## src/rtl/rtc_calendar_core.sv

```systemverilog
// Time-of-day and calendar counter: divides CLK to a 1 s tick and keeps
// sec/min/hour and day/month/year with leap-year handling and validated loads.
module rtc_calendar_core #(
  parameter int unsigned TICK_DIV  = 100,
  parameter int unsigned RST_YEAR  = 16,
  parameter int unsigned RST_MONTH = 12,
  parameter int unsigned RST_DAY   = 2
) (
  input  logic        CLK,
  input  logic        RESETN,
  input  logic        HOLD,
  input  logic        MODE_12H,
  input  logic        LOAD_TIME,
  input  logic [16:0] IN_TIME,
  input  logic        LOAD_DATE,
  input  logic [15:0] IN_DATE,
  output logic [17:0] OUT_TIME,
  output logic [15:0] OUT_DATE,
  output logic        SEC_PULSE,
  output logic        DAY_PULSE,
  output logic        LOAD_ERR
);

  localparam int unsigned         CNT_W   = $clog2(TICK_DIV);
  localparam logic [CNT_W-1:0]    CNT_MAX = CNT_W'(TICK_DIV - 1);
  localparam logic [6:0]          RST_Y   = 7'(RST_YEAR);
  localparam logic [3:0]          RST_M   = 4'(RST_MONTH);
  localparam logic [4:0]          RST_D   = 5'(RST_DAY);

  logic [CNT_W-1:0] cnt;
  logic [5:0]       sec_q, min_q;
  logic [4:0]       hour_q;
  logic [6:0]       year_q;
  logic [3:0]       month_q;
  logic [4:0]       day_q;
  logic             sec_pulse_q, day_pulse_q, load_err_q;

  // Days in a month; 0 marks an invalid month so it also fails day validation.
  function automatic logic [4:0] month_len(input logic [3:0] m, input logic [6:0] y);
    case (m)
      4'd1, 4'd3, 4'd5, 4'd7, 4'd8, 4'd10, 4'd12: month_len = 5'd31;
      4'd4, 4'd6, 4'd9, 4'd11:                    month_len = 5'd30;
      4'd2:    month_len = (y[1:0] == 2'd0) ? 5'd29 : 5'd28;
      default: month_len = 5'd0;
    endcase
  endfunction

  logic [4:0] in_hour;
  logic [5:0] in_min, in_sec;
  logic [6:0] in_year;
  logic [3:0] in_month;
  logic [4:0] in_day;
  logic       time_ok, date_ok, time_ld, date_ld;
  logic       tick, tick_eff, day_roll;
  logic [4:0] cur_len;

  always_comb begin
    in_hour  = IN_TIME[16:12];
    in_min   = IN_TIME[11:6];
    in_sec   = IN_TIME[5:0];
    in_year  = IN_DATE[15:9];
    in_month = IN_DATE[8:5];
    in_day   = IN_DATE[4:0];
    time_ok  = (in_hour <= 5'd23) && (in_min <= 6'd59) && (in_sec <= 6'd59);
    date_ok  = (in_month >= 4'd1) && (in_month <= 4'd12) && (in_day >= 5'd1) &&
               (in_day <= month_len(in_month, in_year));
    time_ld  = LOAD_TIME && time_ok;
    date_ld  = LOAD_DATE && date_ok;
    tick     = (cnt == CNT_MAX) && !HOLD;
    // An accepted time load swallows a coincident tick entirely.
    tick_eff = tick && !time_ld;
    day_roll = tick_eff && (sec_q == 6'd59) && (min_q == 6'd59) && (hour_q == 5'd23);
    cur_len  = month_len(month_q, year_q);
  end

  always_ff @(posedge CLK) begin
    if (!RESETN) begin
      cnt         <= '0;
      sec_q       <= '0;
      min_q       <= '0;
      hour_q      <= '0;
      year_q      <= RST_Y;
      month_q     <= RST_M;
      day_q       <= RST_D;
      sec_pulse_q <= 1'b0;
      day_pulse_q <= 1'b0;
      load_err_q  <= 1'b0;
    end else begin
      sec_pulse_q <= tick_eff;
      day_pulse_q <= day_roll;
      load_err_q  <= (LOAD_TIME && !time_ok) || (LOAD_DATE && !date_ok);

      if (time_ld) begin
        cnt    <= '0;
        hour_q <= in_hour;
        min_q  <= in_min;
        sec_q  <= in_sec;
      end else begin
        if (!HOLD)
          cnt <= (cnt == CNT_MAX) ? '0 : cnt + 1'b1;
        if (tick_eff) begin
          if (sec_q == 6'd59) begin
            sec_q <= '0;
            if (min_q == 6'd59) begin
              min_q  <= '0;
              hour_q <= (hour_q == 5'd23) ? '0 : hour_q + 5'd1;
            end else begin
              min_q <= min_q + 6'd1;
            end
          end else begin
            sec_q <= sec_q + 6'd1;
          end
        end
      end

      // A loaded date overrides the rollover advance in the same cycle.
      if (date_ld) begin
        year_q  <= in_year;
        month_q <= in_month;
        day_q   <= in_day;
      end else if (day_roll) begin
        if (day_q >= cur_len) begin
          day_q <= 5'd1;
          if (month_q == 4'd12) begin
            month_q <= 4'd1;
            year_q  <= (year_q == 7'd99) ? '0 : year_q + 7'd1;
          end else begin
            month_q <= month_q + 4'd1;
          end
        end else begin
          day_q <= day_q + 5'd1;
        end
      end
    end
  end

  logic [4:0] hour_disp;
  logic       pm;

  always_comb begin
    hour_disp = hour_q;
    pm        = 1'b0;
    if (MODE_12H) begin
      pm = (hour_q >= 5'd12);
      if (hour_q == 5'd0)
        hour_disp = 5'd12;
      else if (hour_q > 5'd12)
        hour_disp = hour_q - 5'd12;
    end
  end

  assign OUT_TIME  = {pm, hour_disp, min_q, sec_q};
  assign OUT_DATE  = {year_q, month_q, day_q};
  assign SEC_PULSE = sec_pulse_q;
  assign DAY_PULSE = day_pulse_q;
  assign LOAD_ERR  = load_err_q;

endmodule

```

## config.mk

```make
export PLATFORM = sky130hd
export DESIGN_NAME = rtc_calendar_core
export DESIGN_NICKNAME = d
export VERILOG_FILES = /design/src/rtl/rtc_calendar_core.sv
export SDC_FILE = /design/constraint.sdc
export NUM_CORES = 1
export LEC_CHECK = 0
export CAP_MARGIN = 20
export CORE_ASPECT_RATIO = 1.1
export CORE_MARGIN = 3
export CORE_UTILIZATION = 40
export CTS_BUF_LIST = sky130_fd_sc_hd__clkbuf_8
export CTS_CLUSTER_DIAMETER = 30
export CTS_CLUSTER_SIZE = 25
export DETAILED_ROUTE_END_ITERATION = 12
export PLACE_DENSITY = 0.69
export SKIP_LAST_GASP = 1
export SLEW_MARGIN = 10
export SYNTH_ARGS = -nofsm -noshare
export SYNTH_HDL_FRONTEND = slang
export SYNTH_SLANG_ARGS = --single-unit
```

## constraint.sdc

```tcl
create_clock -name CLK -period 6.3 [get_ports CLK]
set_clock_uncertainty 0.2 [all_clocks]
set_input_delay 0.945 -clock CLK [delete_from_list [all_inputs] [get_ports CLK]]
set_output_delay 0.945 -clock CLK [all_outputs]
set_load 0.02 [all_outputs]
```

Word level (Yosys, flattened, before mapping)
Index checks and enable logic that the tools add are counted.
{ "word_totals": {"mem_bits_ro": 0, "output_inout_bits": 37, "n_memories": 0, "ff_bits": 43, "elab_cells": 128, "input_bits": 39, "latchBits": 0, "ramBits": 0} }
{ "classes": {"n_addsub": 8, "order_cmp": 10, "n_bitwise": 1, "shift": 0, "div": 0, "multipliers": 0, "mux": 33, "reduce_logical": 37, "n_eq_ne": 29} }
{ "ops": {"columns": ["cell", "count"], "rows": [
  ["two-way mux 5 bit", 11],
  ["two-way mux 6 bit", 7],
  ["two-way mux 7 bit", 6],
  ["== test 4 bit, second input constant", 10],
  ["== test 4 x 3 -> 1 bit, second input constant", 8],
  ["one-hot mux 5 bit (3 select lines)", 2],
  ["== test 4 x 2 -> 1 bit, second input constant", 4],
  ["two-way mux 4 bit", 4],
  ["adder 7 x 1 -> 7 bit, second input constant", 2],
  ["== test 7 bit, second input constant", 2],
  ["logical AND 1 bit", 14],
  ["OR reduction 7 bit", 2],
  ["adder 6 x 1 -> 6 bit, second input constant", 2],
  ["== test 6 bit, second input constant", 2],
  ["<= comparator 6 bit, second input constant", 2],
  ["nonzero test 2 bit", 6],
  ["adder 5 x 1 -> 5 bit, second input constant", 2],
  ["== test 4 x 1 -> 1 bit, second input constant", 2],
  ["OR reduction 4 bit", 2],
  ["AND reduction 3 bit", 2],
  ["== test 5 bit, second input constant", 1],
  [">= comparator 5 x 1 -> 1 bit, second input constant", 1],
  [">= comparator 5 x 4 -> 1 bit, second input constant", 1],
  [">= comparator 5 bit", 1],
  ["other kinds (15)", 22]
]} }

Logic depth before layout (Yosys ltp)
Gate-level depths: netlist (run 1).
{ "depth": {"word_depth": 11, "ltp_mapped": 14} }

Worst setup path after synthesis (run 1)
OpenSTA, ideal clock, no wires.
{ "synth_timing": {"kind": "input -> register", "start": "in IN_DATE[8]", "end": "reg month_q[3]", "cell_stages": 9, "t_arrival_ns": 3.312, "required_time_ns": 6.021, "setup_time_ns": 0.079, "setup_slack_ns": 2.709, "cell_sequence": "or3_1 -> o21ai_0 -> ha_1 -> a211o_1 -> a221o_1 -> a211o_1 -> clkbuf_1 -> clkbuf_1 -> o211ai_1"} }
{ "synth_via": {"elab_chain_cells": 8, "word_cells_on_any_way": 26, "classes_between": "order compare: 3; eq/ne: 12; mux: 2; reduce/logical: 9"} }
{ "synth_lines": {"columns": ["element", "line_no", "source"], "rows": [
  ["from (decl)", "16", "input logic [15:0] IN_DATE,"],
  ["== test 4 x 1 -> 1 bit (tied with other cells)", "40", "case (m)"],
  ["OR reduction 7 bit / OR reduction 4 bit (equally long branches)", "40", null],
  ["one-hot mux 5 bit (3 select lines)", "40", null],
  ["<= comparator 5 bit", "66", "(in_day <= month_len(in_month, in_year));"],
  ["logical AND 1 bit", "65", "date_ok = (in_month >= 4'd1) && (in_month <= 4'd12) && (in_day >= 5'd1) &&"],
  ["logical AND 1 bit", "68", "date_ld = LOAD_DATE && date_ok;"],
  ["nonzero test 2 bit (no line)", null, null],
  ["AND reduction 2 bit (no line)", null, null],
  ["to (signal assigned)", "119", "month_q <= in_month;"],
  ["to (signal assigned)", "128", "month_q <= month_q + 4'd1;"],
  ["to (decl)", "34", "logic [3:0] month_q;"]
]} }
Parallel ways exist; a longest one is shown, timed or not.
A chain may end at the register's enable or synchronous reset.

Worst setup path after layout (run 1)
{ "layout_timing": {"start": "in IN_DATE[7]", "end": "reg year_q[2]"} }
{ "layout_via": {"elab_chain_cells": 8, "word_cells_on_any_way": 27, "classes_between": "order compare: 3; eq/ne: 12; mux: 2; reduce/logical: 10"} }
{ "layout_lines": {"columns": ["element", "line_no", "source"], "rows": [
  ["== test 4 x 1 -> 1 bit (tied with other cells)", "40", null],
  ["OR reduction 7 bit / OR reduction 4 bit (equally long branches)", "40", null],
  ["one-hot mux 5 bit (3 select lines)", "40", null],
  ["<= comparator 5 bit", "66", null],
  ["logical AND 1 bit *", "65", null],
  ["logical AND 1 bit *", "68", null],
  ["nonzero test 2 bit (no line)", null, null],
  ["AND reduction 3 bit (no line)", null, null],
  ["to (signal assigned)", "118", "year_q <= in_year;"],
  ["to (signal assigned)", "126", "year_q <= (year_q == 7'd99) ? '0 : year_q + 7'd1;"],
  ["to (decl)", "33", "logic [6:0] year_q;"]
]} }
Every way passes the cells marked *; elsewhere a longest branch is shown, timed or not.

==> out/summary.txt, run 1 <==
RSZ-0062 raised after global routing: no
ys async rst share: 0%
Core Rows: 32
worst IR drop on VDD: 0.119 mV
post-detailed-route wirelength per cell: 14.7 um
Crit. End Element: flop
routed wl met3: 412 um
Pleak: 1.49 nW
multiplexer share of the synthesized area: 1.02%
largest family of logic cells by synthesized area: simple AND/OR/NAND/NOR gates
Root Driver: clkbuf_8
Avg Inst Size Synth: 7.71 um2
Resize count post-CTS: 0
I/O Pins: 76
Die Y-Extent: 95.8 um
Finished Cell Area: 3850 um2
Ys Warns: 0
Req. time, crit path: 6.29 ns
max_slew headroom: 40.7%
CTS H-tree lvls: 2
Arr. time, crit path: 4.26 ns
M1 WL: 3.80 mm
net count after synthesis: 444
xor/xnor cell area share of the yosys netlist: 3.88%
commonest non-fill, non-tap cells in the layout: clkdlybuf4s50_1 (75), dfxtp_1 (43), nor2_1 (43)
Longest Clk Path Bufs: 2
achievable clock frequency: 234 MHz
Synth Area in Compound Gates: 23.4%
post-route DRC violation count: 0
Setup Crit Path Kind: in -> reg
final hold vios: 0
initial antenna violation count: 0
Synth area leader: dfxtp_1
die area: 8390 um2
pre-CTS setup slack: 1.73 ns
routability cong.: 0.871
worst hold slack: 0.342 ns
setup total negative slack: 0 ns
die width: 87.6 um
vias per inst: 5.76
most common cell after layout, fill and taps aside: clkdlybuf4s50_1
Post-synth EDFFs: 0
core region area: 7050 um2
most used flip-flop cell after synthesis: dfxtp_1
Clk Latency, worst-skew pair: 0.30 ns
Synth top area share: 29.4%
WL met2: 3.56 mm
placed cell area: 3720 um2
synthesized area: 2930 um2
Num CTS Buffers: 5
Port Buffers: 75
ANT cells: 0
Final Max Tran Viols: 0
Synth Area in Adders: 10.7%
half-perimeter wire length after placement: 5.81 mm
worst setup margin: 2.03 ns
1st-pass router iterations: 4
PD cells: 207 nW/um2
Area contributors post-synth: dfxtp_1 (29%), ha_1 (11%), nor2_1 (5.5%), o21ai_0 (5.0%), nand2_1 (4.0%)
post-synth cell types: 52
Final #Nets: 511
global route overflow: 0
Max Cap Violations: 0
share of cells above drive strength 1: 2.46%
Tmin final: 4.27 ns
Worst Hold Class: reg -> reg
final setup fails: 0
Least-Margin Pin Slew: 0.889 ns
worst-path maximum fanout: 32
number of setup buffers added after CTS: 0
total number of vias: 3,068
simple-gate share of the synthesized area: 26.6%
Initial DRC Count: 205
Area Growth Syn to Fin: 31.5%
Sink Count: 43
vias in the first global route: 2,861
Syn Inst Count: 380
final WL: 7.86 mm
Post-DRT Antenna Nets: 0
Tot Pwr: 798 uW
Final Cycle Share: 67.7%
Top Layer Used: met4
status: completed
sequential-to-total area share from yosys stat: 29.4%
Total Routing Usage GR: 19.2%
clock-pin slew of the registers on the worst-case setup and hold paths: 0.08 ns
critical path startpoint category: input port
global-route wire length before repair: 13.1 mm
TritonCTS clock tree: built
largest net degree at the start of global routing: 33
Initial Util: 41.6%
flops & latches, synth: 43
CTS Hold Bufs: 0
[flip-flops by register name, summed over array words and instances (netlist names)]
| signal | flops |
|---|---|
| day_q | 5 |
| sec_q | 6 |
| LOAD_ERR | 1 |
| cnt | 7 |
| SEC_PULSE | 1 |
| hour_q | 5 |
| min_q | 6 |
| year_q | 7 |
| DAY_PULSE | 1 |
| month_q | 4 |
[routing by layer]
layer,global-route usage [%],vias to the layer above
met3,4.02,11
met4,6.65,0
met1,26.0,1445
met2,30.0,89
met5,0,-
li1,-,1523
[stage by stage]
step | util, % | std cells
final | 54.7 | 533
after detailed placement | 52.8 | 525
after floorplan | - | 380
after CTS | 54.7 | 533
after global routing | 54.7 | 533
after global placement | 52.8 | 525
[cells in the mapped netlist, drive strengths merged, types with 4 or more instances]
master  number
a31oi        6
nor3        15
o211ai       5
a221oi       5
inv         19
a21oi       23
a211oi       5
clkbuf      12
nand3       18
dfxtp       43
o21ai       29
nor2        43
ha          25
or3          5
xnor2        9
a22oi        4
nand2       31
a21o         5
and3         5
xor2         4
and4         6
nand4        8
and2         5
nor2b        7
buf          4
[logic make-up (layout without fill, tap and decap cells)]
kind of cell,Yosys count,in the layout
and+or+nand+nor,154,154
AOI/OAI and AO/OA,106,106
DFF,43,43
buffers and inverters,36,104
adders and majority gates,25,25
xor gates and xnor gates,13,13
muxes,3,3
[path summary, 6_finish.rpt]
path                            startpoint   endpoint  slack [ns]  depth (start not counted)
worst min-delay path                cnt[1]     cnt[1]        0.34                          2
worst max register to register  month_q[0]  year_q[5]        2.48                         14
worst min register to register      cnt[1]     cnt[1]        0.34                          2
worst max-delay path            IN_DATE[7]  year_q[2]        2.03                         10
[worst max-delay path: stages]
cell and delay, ns:
clkdlybuf4s50_1 0.48, or3_1 0.42, o21ai_0 0.34, ha_1 0.32, and4_1 0.21, a221o_1 0.36, a211o_1 0.64, nand2_1 0.18
a21oi_1 0.05, o31a_1 0.30
[cell type report]
class / count / area [um2]
Timing Repair Buffer: 76 / 758
Multi-Input combinational cell: 301 / 1920
Clock buffer: 5 / 68.8
Tap cell: 85 / 106
Sequential cell: 43 / 861
Clock inverter: 3 / 63.8
Inverter: 20 / 75.1
Fill cell: 697 / 3190
[power by group]
part           switching [mW]  internal (mW)  total [mW]
Combinational           0.119          0.106       0.225
Sequential             0.0271          0.290       0.317
Clock                  0.0990          0.157       0.256
Total                   0.245          0.553       0.798
Note: power is estimated with default switching activity, not from simulation.
==> inputs of run 2 (changes only) <==
--- a/config.mk
+++ b/config.mk
@@ -13,7 +13,7 @@
 export CTS_CLUSTER_DIAMETER = 30
 export CTS_CLUSTER_SIZE = 25
 export DETAILED_ROUTE_END_ITERATION = 12
-export PLACE_DENSITY = 0.69
+export PLACE_DENSITY = 0.71
 export SKIP_LAST_GASP = 1
 export SLEW_MARGIN = 10
 export SYNTH_ARGS = -nofsm -noshare
==> constraint.sdc (replaced) <==
create_clock -name CLK -period 3.59 [get_ports CLK]
set_clock_uncertainty 0.2 [all_clocks]
set_input_delay 0.5385 -clock CLK [delete_from_list [all_inputs] [get_ports CLK]]
set_output_delay 0.5385 -clock CLK [all_outputs]
set_load 0.02 [all_outputs]
==> run 2 against run 1 <==
- via count rose by 1.3%
- sequential power rose by 75%
- power rose by 60%
- routed wire length rose by 0.94%
- cell count rose by 3.9%
- flip-flop and latch count did not move
- non-clock buffer count rose by 23
- largest cell class unchanged
- largest power group unchanged
==> out/summary.txt, run 2 (same netlist as run 1, synthesis figures left out) <==
status: completed
M1 WL: 3.64 mm
global route overflow: 0
Req. time, crit path: 3.61 ns
placed cell area: 3890 um2
final WL: 7.93 mm
top flop regs: cnt (7), year_q (7)
pre-CTS setup slack: -0.0152 ns
Final Util: 56.5%
Root Driver: clkbuf_8
R2R setup slack: 0.22 ns
Final Cycle Share: 94.0%
TritonCTS clock tree: built
Post-DRT Antenna Nets: 0
Worst Hold Class: reg -> reg
final hold vios: 0
post-route DRC violation count: 0
Port Buffers: 75
routability cong.: 0.882
vias per inst: 5.61
Area Growth Syn to Fin: 35.9%
Arr. time, crit path: 3.40 ns
Clk Latency, worst-skew pair: 0.29 ns
critical path startpoint category: flop
worst IR drop on VDD: 0.181 mV
worst setup margin: 0.216 ns
Total Routing Usage GR: 19.3%
initial antenna violation count: 0
Die Y-Extent: 95.8 um
Longest Clk Path Bufs: 2
Hold EP: cnt[1]
Filler Cell Count: 658
commonest non-fill, non-tap cells in the layout: clkdlybuf4s50_1 (75), nor2_1 (43), dfxtp_1 (42)
core region area: 7050 um2
Final #Nets: 534
HP Start: cnt[1]
largest net degree at the start of global routing: 25
achievable clock frequency: 296 MHz
setup total negative slack: 0 ns
share of cells above drive strength 1: 7.46%
clock-pin slew of the registers on the worst-case setup and hold paths: 0.08 ns
Tmin final: 3.37 ns
Max Cap Violations: 0
total number of vias: 3,107
half-perimeter wire length after placement: 6.14 mm
PD cells: 321 nW/um2
RSZ-0062 raised after global routing: no
CTS H-tree lvls: 2
Pleak: 1.58 nW
Setup Crit Path Kind: reg -> reg
Num CTS Buffers: 5
1st-pass router iterations: 4
R2R Path End: year_q[5]
Sink Count: 43
Worst R2R Path Depth: 15
routed wl met3: 465 um
post-detailed-route wirelength per cell: 14.3 um
CTS Hold Bufs: 0
ANT cells: 0
Final Max Tran Viols: 0
RR Startpoint: month_q[1]
worst-path maximum fanout: 9
hold path cells: 2
Top Layer Used: met4
Core Rows: 32
vias in the first global route: 2,885
global-route wire length before repair: 13.2 mm
max_slew headroom: 60.8%
most common cell after layout, fill and taps aside: clkdlybuf4s50_1
WL met2: 3.75 mm
Initial DRC Count: 154
die width: 87.6 um
final setup fails: 0
Initial Util: 41.6%
Finished Cell Area: 3980 um2
I/O Pins: 76
Crit. End Element: flop
die area: 8390 um2
Least-Margin Pin Slew: 0.586 ns
-- run 2: cell count changes in the layout (fill, tap and decap cells not counted), sizes merged --
cell	previous run	this run
bufinv	2	0
buf	1	24
-- run 2: how the worst max path moves through the flow --
stage	from	end	slack (ns)	cells past startpoint
floorplan	month_q[0]	day_q[0]	0.17	14
global placement	IN_DATE[8]	year_q[2]	0.02	11
detailed placement	IN_DATE[8]	year_q[4]	-0.02	12
CTS	month_q[0]	year_q[5]	0.06	15
global route	month_q[0]	year_q[5]	0.01	13
finish	month_q[1]	year_q[5]	0.22	15
-- run 2: layout make-up --
class,instances,area (um2),share of cell area [%]
multi-input cells,301,1940,48.6
repair buffers,99,931,23.4
flip-flops and latches,43,862,21.6
well taps,85,106,2.67
inverters,20,75.1,1.89
clock buffers,5,68.8,1.73
clock inverters,1,3.75,0.0943
-- run 2: power by group --
group	total, mW	switching, mW	internal, mW
combinational	0.443	0.220	0.222
sequential	0.556	0.0469	0.509
clock	0.281	0.153	0.127
total	1.28	0.421	0.859
-- run 2: worst max-delay path, stage by stage (launching register included) --
cell	delay [ns]
dfxtp_1	0.42
inv_1	0.12
ha_1	0.22
nor2_1	0.10
a21oi_1	0.06
o32ai_2	0.24
a21boi_0	0.22
buf_4	0.16
ha_1	0.13
nand2_1	0.05
o21ai_0	0.17
a31oi_1	0.12
buf_4	0.18
or3_4	0.41
or3_1	0.36
a31oi_1	0.15
-- run 2: timing repair --
item,4_1_cts,5_1_grt
gates resized for setup,0,4
endpoints found under the setup margin,0,9
setup buffers,0,0
-- run 2: layer usage --
metal / vias up / global-route usage, %
met4: 0 / 5.12
li1: 1580 / -
met5: - / 0
met3: 6 / 3.42
met2: 92 / 31.7
met1: 1429 / 26.0
-- run 2: per-stage QoR --
| step | power, mW | std cells | hold slack, ns |
|---|---|---|---|
| global placement | 0.992 | 548 | 0.308 |
| detailed placement | 1.00 | 548 | 0.325 |
| finish | 1.28 | 554 | 0.330 |
| CTS | 1.29 | 554 | 0.336 |
| global route | 1.36 | 554 | 0.362 |
| floorplan | 0.789 | 380 | 0.283 |
